<file path="src/rtl/reg_file_if.sv">
// ----------------------------------------------------------------------------
// reg_file_if -- bundle of the write-back, issue and read-port signals of
// reg_file.
//
// Signals (directions as seen by the register file, i.e. the slave modport):
//   we, waddr, wdata       in   write-back port
//   issue, issue_addr      in   marks a destination register as pending
//   raddr_a, raddr_b       in   read port indices
//   rdata_a, rdata_b       out  read data (combinational, with write bypass)
//   stall_a, stall_b       out  operand of that port is still in flight
//
// Modports: master (pipeline / bench side), slave (register file side).
// ----------------------------------------------------------------------------
interface reg_file_if #(
    parameter int WIDTH = 8,
    parameter int AW    = 3
);
    logic             we;
    logic [AW-1:0]    waddr;
    logic [WIDTH-1:0] wdata;
    logic             issue;
    logic [AW-1:0]    issue_addr;
    logic [AW-1:0]    raddr_a;
    logic [AW-1:0]    raddr_b;
    logic [WIDTH-1:0] rdata_a;
    logic [WIDTH-1:0] rdata_b;
    logic             stall_a;
    logic             stall_b;

    modport master (
        output we, waddr, wdata, issue, issue_addr, raddr_a, raddr_b,
        input  rdata_a, rdata_b, stall_a, stall_b
    );

    modport slave (
        input  we, waddr, wdata, issue, issue_addr, raddr_a, raddr_b,
        output rdata_a, rdata_b, stall_a, stall_b
    );
endinterface

</file>
<file path="src/rtl/reg_file.sv">
// ----------------------------------------------------------------------------
// reg_file -- DEPTH x WIDTH register file with a one-bit-per-register
// scoreboard, two combinational read ports and write-to-read bypass.
//
// Ports:
//   clk   in   sole clock, all state changes on the rising edge
//   rst   in   asynchronous, active-low reset (clears registers and busy bits)
//   rf    slave modport of reg_file_if (write-back, issue, read ports A/B)
//
// Parameters: WIDTH (data width), DEPTH (2..256 registers),
//             AW (index width, 2**AW >= DEPTH).
//
// Optional feature: define REG_FILE_ZERO_REG_EN to hard-wire register 0 to
// zero (writes, bypass and issue to index 0 are ignored).
// ----------------------------------------------------------------------------
module reg_file #(
    parameter int WIDTH = 8,
    parameter int DEPTH = 8,
    parameter int AW    = 3
) (
    input  logic        clk,
    input  logic        rst,
    reg_file_if.slave   rf
);

`ifdef REG_FILE_ZERO_REG_EN
    localparam bit ZERO_REG = 1'b1;
`else
    localparam bit ZERO_REG = 1'b0;
`endif

    logic [WIDTH-1:0] regs [DEPTH];
    logic [DEPTH-1:0] busy;
    logic [DEPTH-1:0] busy_nxt;

    logic wr_ok;
    logic iss_ok;

    // Index 0 is excluded from both write and issue when it is hard-wired,
    // which also removes it from the bypass path.
    always_comb begin
        wr_ok  = rf.we    && (int'(rf.waddr)      < DEPTH)
                          && !(ZERO_REG && (rf.waddr == '0));
        iss_ok = rf.issue && (int'(rf.issue_addr) < DEPTH)
                          && !(ZERO_REG && (rf.issue_addr == '0));
    end

    // Write-back clears first, then issue sets, so a same-index collision
    // leaves the register pending (a newer producer is in flight).
    always_comb begin
        busy_nxt = busy;
        if (wr_ok)
            busy_nxt[rf.waddr] = 1'b0;
        if (iss_ok)
            busy_nxt[rf.issue_addr] = 1'b1;
    end

    always_ff @(posedge clk or negedge rst) begin
        if (!rst) begin
            for (int i = 0; i < DEPTH; i++)
                regs[i] <= '0;
            busy <= '0;
        end else begin
            if (wr_ok)
                regs[rf.waddr] <= rf.wdata;
            busy <= busy_nxt;
        end
    end

    // Read port A: bypass wins over the stored value and masks the stall.
    always_comb begin
        logic in_rng;
        logic byp;
        in_rng     = (int'(rf.raddr_a) < DEPTH) && !(ZERO_REG && (rf.raddr_a == '0));
        byp        = wr_ok && (rf.waddr == rf.raddr_a);
        rf.rdata_a = '0;
        rf.stall_a = 1'b0;
        if (byp)
            rf.rdata_a = rf.wdata;
        else if (in_rng) begin
            rf.rdata_a = regs[rf.raddr_a];
            rf.stall_a = busy[rf.raddr_a];
        end
    end

    // Read port B: identical to port A.
    always_comb begin
        logic in_rng;
        logic byp;
        in_rng     = (int'(rf.raddr_b) < DEPTH) && !(ZERO_REG && (rf.raddr_b == '0));
        byp        = wr_ok && (rf.waddr == rf.raddr_b);
        rf.rdata_b = '0;
        rf.stall_b = 1'b0;
        if (byp)
            rf.rdata_b = rf.wdata;
        else if (in_rng) begin
            rf.rdata_b = regs[rf.raddr_b];
            rf.stall_b = busy[rf.raddr_b];
        end
    end

endmodule

</file>
<file path="src/flat_wrapper.sv">
// flat-port wrapper written by rule: the top's interface ports become plain ports
module reg_file_flat 
#(
    parameter int WIDTH = 8,
    parameter int DEPTH = 8,
    parameter int AW    = 3
)
  (clk, rst, rf_we, rf_waddr, rf_wdata, rf_issue, rf_issue_addr, rf_raddr_a, rf_raddr_b, rf_rdata_a, rf_rdata_b, rf_stall_a, rf_stall_b);
  reg_file_if #(.WIDTH(WIDTH), .AW(AW)) rf_i ();
  input  logic clk;
  input  logic rst;
  input wire logic [$bits(rf_i.we)-1:0] rf_we;
  input wire logic [$bits(rf_i.waddr)-1:0] rf_waddr;
  input wire logic [$bits(rf_i.wdata)-1:0] rf_wdata;
  input wire logic [$bits(rf_i.issue)-1:0] rf_issue;
  input wire logic [$bits(rf_i.issue_addr)-1:0] rf_issue_addr;
  input wire logic [$bits(rf_i.raddr_a)-1:0] rf_raddr_a;
  input wire logic [$bits(rf_i.raddr_b)-1:0] rf_raddr_b;
  output wire logic [$bits(rf_i.rdata_a)-1:0] rf_rdata_a;
  output wire logic [$bits(rf_i.rdata_b)-1:0] rf_rdata_b;
  output wire logic [$bits(rf_i.stall_a)-1:0] rf_stall_a;
  output wire logic [$bits(rf_i.stall_b)-1:0] rf_stall_b;
  assign rf_i.we = rf_we;
  assign rf_i.waddr = rf_waddr;
  assign rf_i.wdata = rf_wdata;
  assign rf_i.issue = rf_issue;
  assign rf_i.issue_addr = rf_issue_addr;
  assign rf_i.raddr_a = rf_raddr_a;
  assign rf_i.raddr_b = rf_raddr_b;
  assign rf_rdata_a = rf_i.rdata_a;
  assign rf_rdata_b = rf_i.rdata_b;
  assign rf_stall_a = rf_i.stall_a;
  assign rf_stall_b = rf_i.stall_b;
  reg_file #(.WIDTH(WIDTH), .DEPTH(DEPTH), .AW(AW)) u_core (.clk(clk), .rst(rst), .rf(rf_i));
endmodule
</file>
<file path="config.mk">
export PLATFORM = sky130hd
export DESIGN_NAME = reg_file_flat
export DESIGN_NICKNAME = d
export VERILOG_FILES = /design/src/rtl/reg_file_if.sv /design/src/rtl/reg_file.sv /design/src/flat_wrapper.sv
export SDC_FILE = /design/constraint.sdc
export NUM_CORES = 1
export LEC_CHECK = 0
export ABC_AREA = 1
export BUFFER_PORTS_ARGS = -buffer_cell sky130_fd_sc_hd__buf_2
export CAP_MARGIN = 5
export CORE_ASPECT_RATIO = 1.75
export CORE_MARGIN = 4
export CORE_UTILIZATION = 55
export DETAILED_ROUTE_END_ITERATION = 12
export HOLD_SLACK_MARGIN = 0.03
export PLACE_DENSITY = 0.75
export SKIP_LAST_GASP = 1
export SLEW_MARGIN = 10
export SYNTH_ARGS = -nofsm -noshare
export SYNTH_HDL_FRONTEND = slang
export SYNTH_SLANG_ARGS = --single-unit
</file>
<file path="constraint.sdc">
create_clock -name clk -period 2.9 [get_ports clk]
set_input_delay 0.58 -clock clk [delete_from_list [all_inputs] [get_ports clk]]
set_output_delay 0.58 -clock clk [all_outputs]
set_load 0.05 [all_outputs]
</file>
## After elaboration in Yosys (flattened, before gate mapping)

Index checks and enable logic that the tools add are counted.
W data, S select, Z words.

- Input port bits: 24
- Output and inout port bits: 18
- Flip-flop bits (word level): 72
- Word-level logic and storage cells: 55

- Eq/ne operators: 2
- Bitwise gates (word level): 6
- Reduce and logical (&&, ||, !) cells: 5
- Order comparisons: 10
- Multiplexer cells: 23

Operators by type and width:

| kind | number |
|---|---|
| $mux W8 | 9 |
| $bwmux W64 | 1 |
| $bmux W8 S3 | 2 |
| $demux W8 S3 | 1 |
| $lt A3 B4 Y1 const B | 4 |
| $ge A4 B4 Y1 const B | 3 |
| $not A3 Y4 | 3 |
| $and A8 B8 Y8 | 1 |
| $not A8 Y8 | 1 |
| $or A8 B8 Y8 | 1 |
| $bmux W1 S3 | 2 |
| $demux W1 S3 | 2 |
| $eq A3 B3 Y1 | 2 |
| $ge A3 B1 Y1 const B | 2 |
| $mux W1 | 6 |
| $logic_and A1 B1 Y1 | 5 |
| $lt A4 B1 Y1 const B | 1 |

## Longest topological paths before layout

- Depth after elaboration: 9
- Depth in mapped cells: 9
- Depth with buffers taken out: 8

## Worst setup path after synthesis

No wires, ideal clock.

- Path kind: input port to output port
- Start: input rf_raddr_b[1]
- End: output rf_stall_b
- Cell stages on the path: 8
- Data arrival time: 1.922 ns
- Buffers on the path: 2
- Setup slack: 0.398 ns
- Cell sequence: buf_2 -> inv_2 -> buf_4 -> nor2_1 -> nor2_2 -> nand2_4 -> nand2_1 -> nor2_1

- Longest elaborated chain between the ends: 3

Ends and longest elaborated chain:

| element | line | RTL |
|---|---|---|
| start, declared | flat_wrapper.sv:18 | `input wire logic [$bits(rf_i.raddr_b)-1:0] rf_raddr_b;` |
| $bmux W1 S3 or $eq A3 B3 Y1 (tied branches) | reg_file.sv:98, reg_file.sv:91 |  |
| $mux W1 (not written as such) or $logic_and A1 B1 Y1 (tied branches) | reg_file.sv:98, reg_file.sv:91 |  |
| $mux W1 (*) | reg_file.sv:94 | `if (byp)` |
| end, declared | flat_wrapper.sv:22 | `output wire logic [$bits(rf_i.stall_b)-1:0] rf_stall_b;` |

Every way passes the cells marked *; elsewhere a longest branch is shown, timed or not. The select of a mux whose other input is x is not followed.

## Worst setup path after layout

- Start: input rf_raddr_a[2]
- End: output rf_rdata_a[5]

- Longest elaborated chain between the ends: 5

Ends and longest elaborated chain:

| element | line | RTL |
|---|---|---|
| start, declared | flat_wrapper.sv:17 | `input wire logic [$bits(rf_i.raddr_a)-1:0] rf_raddr_a;` |
| $not A3 Y4 (not written as such) | reg_file.sv:81 | `rf.rdata_a = regs[rf.raddr_a];` |
| $bmux W8 S3 | reg_file.sv:81 |  |
| $mux W8 (not written as such) (2 in series) | reg_file.sv:81 |  |
| $mux W8 (*) | reg_file.sv:78 | `if (byp)` |
| end, declared | flat_wrapper.sv:19 | `output wire logic [$bits(rf_i.rdata_a)-1:0] rf_rdata_a;` |

Marked as above.

==> results.json <==
{
  "run_status": "finished clean",
  "peakVddDrop_uv": 412,
  "syn2layout_area_growth_pct": 9.79,
  "worstPathRequired_ns": 2.32,
  "postCtsHoldBufs": 0,
  "cp-startpoint": "rf_raddr_a[2]",
  "htreeDepth": 3,
  "cts_sinks": 72,
  "fp.dieH_um": 129,
  "reg2reg_to": "u_core.regs[15]",
  "comb_power_share_pct": 29.1,
  "maxCapViolCount": 0,
  "endpoint": "rf_rdata_a[5]",
  "start_kind": "primary input",
  "critPathKind": "primary input to primary output",
  "fill_cells": 773,
  "clk_pin_slew_worst_paths_ns": 0.05,
  "wl_mm": 13.9,
  "fin_crit_ns": 2.74,
  "grt_pass1_vias": 4702,
  "die_w_um": 77.3,
  "cts_setup_buffers": 0,
  "reg2reg_depth": 2,
  "clkLatencyLatePin_ns": 0.33,
  "initial_core_util_pct": 55.9,
  "hpwl_mm": 9.30,
  "maxSlewViolCount": 0,
  "tns_ns": 0,
  "nets": 732,
  "syn_inst": 686,
  "instances_no_fill": 805,
  "drc_errors": 0,
  "finalHoldViolations": 0,
  "gr-total-overflow": 0,
  "reg2reg_slack_ns": 2.16,
  "synthesis.area_um2": 4620,
  "cts_root_buffer": "clkbuf_16",
  "antenna_found_initial": 0,
  "power_frac_seq_pct": 38.4,
  "ys_types": 24,
  "via_count": 4702,
  "final_cell_mix": "256 x nand2_1, 118 x nand3_1, 78 x inv_1",
  "ys_ff_latch": 72,
  "wl_per_cell_um": 17.3,
  "pre_cts_slack_ns": 0.204,
  "antennaDiodeCount": 0,
  "cp.arrival_ns": 2.16,
  "drtAntennaViolNets": 0,
  "finalWeightedCongestion": 0.942,
  "drive_above_1_share_pct": 13.3,
  "setup_viol": 0,
  "cts_resized": 0,
  "ios": 42,
  "clkPwrFrac_pct": 32.5,
  "p_int_w": 0.00215,
  "tightest_slew_ns": 0.551,
  "timing.final.ws_setup_ns": 0.156,
  "synth.avg_cell_area_um2": 6.73,
  "io_buffer_count": 41,
  "finalCritPeriodShare_pct": 94.6,
  "clock.fmax_ghz": 0.364,
  "p_per_area_nw_per_um2": 661,
  "worstReg2RegStart": "u_core.regs[15]",
  "synth.top_cell.area_share_pct": 39.0,
  "coreArea_um2": 8260,
  "clockBufferDepth": 2,
  "cts-buffers-inserted": 9,
  "yosys_warnings": 0,
  "place_inst": 789,
  "yosysTopAreaCell": "dfrtp_1",
  "grt_pass1_wl_mm": 22.6,
  "rsz0062_at_grt": "false",
  "p_switching_w": 0.00120,
  "grt_max_degree": 43,
  "crit_fanout": 11,
  "layout_commonest_cell": "nand2_1",
  "dr.pass1.iters": 5,
  "vias_per_cell": 5.84,
  "dieArea_um2": 9980,
  "fin_hold_ws_ns": 0.276,
  "num_rows": 44,
  "hp-class": "primary input to asynchronous set/reset pin",
  "clock_skew_ns": 0,
  "max-slew-margin-rel_pct": 63.3,
  "tritoncts": "built",
  "cp-end-kind": "primary output",
  "drt_iter0_drc": 507,
  "syn_nets": 710,
  "swShare_pct": 35.9,
  "ys_top_cells_by_area": "dfrtp_1 39%, nand2_1 21%, nand3_1 13%",
  "yosysSeqAreaShare_pct": 39.0,
  "power_leakage_nw": 2.68,
  "track_usage_pct": 29.4
}
-- sequential cells by signal (all words and copies together), names as in the netlist --
signal	count
u_core.busy	8
u_core.regs	64
-- cells by family after synthesis --
kind of cell | Yosys count | share of synthesized area (%)
buf+inv | 128 | 13.0
simple gates | 404 | 38.5
compound gates | 82 | 9.43
flops | 72 | 39.0
-- final cells by class --
type | count | area (um2) | share of cell area [%]
Clock buffer | 10 | 229 | 4.52
Clock inverter | 6 | 60.1 | 1.19
Inverter | 87 | 334 | 6.59
Multi-Input combinational cell | 486 | 2210 | 43.7
Sequential cell | 72 | 1800 | 35.6
Tap cell | 92 | 115 | 2.27
Timing Repair Buffer | 52 | 313 | 6.17
-- routing by layer --
| layer | GRT usage, % | up-vias | wire length, um | part of all wire [%] |
|---|---|---|---|---|
| met4 | 20.5 | 0 | 791 | 5.7 |
| met3 | 6.68 | 66 | 1180 | 8.5 |
| met1 | 33.5 | 2188 | 5140 | 37 |
| met5 | 0 | - | 0 | 0 |
| li1 | - | 2199 | - | - |
| met2 | 48.7 | 249 | 6790 | 49 |
-- critical path, cell delays in order --
cell and delay [ns]:
buf_2 0.29, inv_2 0.21, nand2_1 0.10, nand2_1 0.05
nor2_1 0.18, nand2_4 0.17, clkinv_4 0.14, nand2_1 0.06
nand2_1 0.10, buf_2 0.27
-- cell usage after synthesis (all sizes together) --
cell type,instances
buf,35
clkbuf,6
clkinv,1
dfrtp,72
inv,86
nand2,260
nand3,120
nor2,23
o211ai,2
o21ai,76
o22ai,4
or2,1
-- how the worst min path moves through the flow --
stage,slack (ns),cells after the start,end,startpoint
global route,0.31,2,u_core.regs[48],rst
CTS,0.29,2,u_core.regs[15],rst
detailed placement,0.48,2,u_core.regs[49],u_core.regs[49]
finish,0.28,2,u_core.regs[15],rst
floorplan,0.28,0,u_core.busy[0],rst
global placement,0.47,2,u_core.regs[57],u_core.regs[57]
-- metrics by stage --
stage / area [um2] / utilization, % / total power, W
finish: 5070 / 61.4 / 0.00335
global route: 5070 / 61.4 / 0.00354
CTS: 5070 / 61.4 / 0.00335
detailed placement: 4780 / 57.9 / 0.00227
global placement: 4780 / 57.9 / 0.00223
floorplan: 4620 / - / 0.00200
-- power by group through the flow --
stage | Clock [W] | Sequential [W] | Combinational, W
2_1_floorplan | 0 | 0.00128 | 0.000724
3_3_place_gp | 0 | 0.00130 | 0.000937
3_5_place_dp | 0 | 0.00130 | 0.000963
6_report | 0.00109 | 0.00129 | 0.000975
5_1_grt | 0.00114 | 0.00131 | 0.00109
4_1_cts | 0.00109 | 0.00129 | 0.000971
No activity file was read; power rests on OpenSTA's default activity.
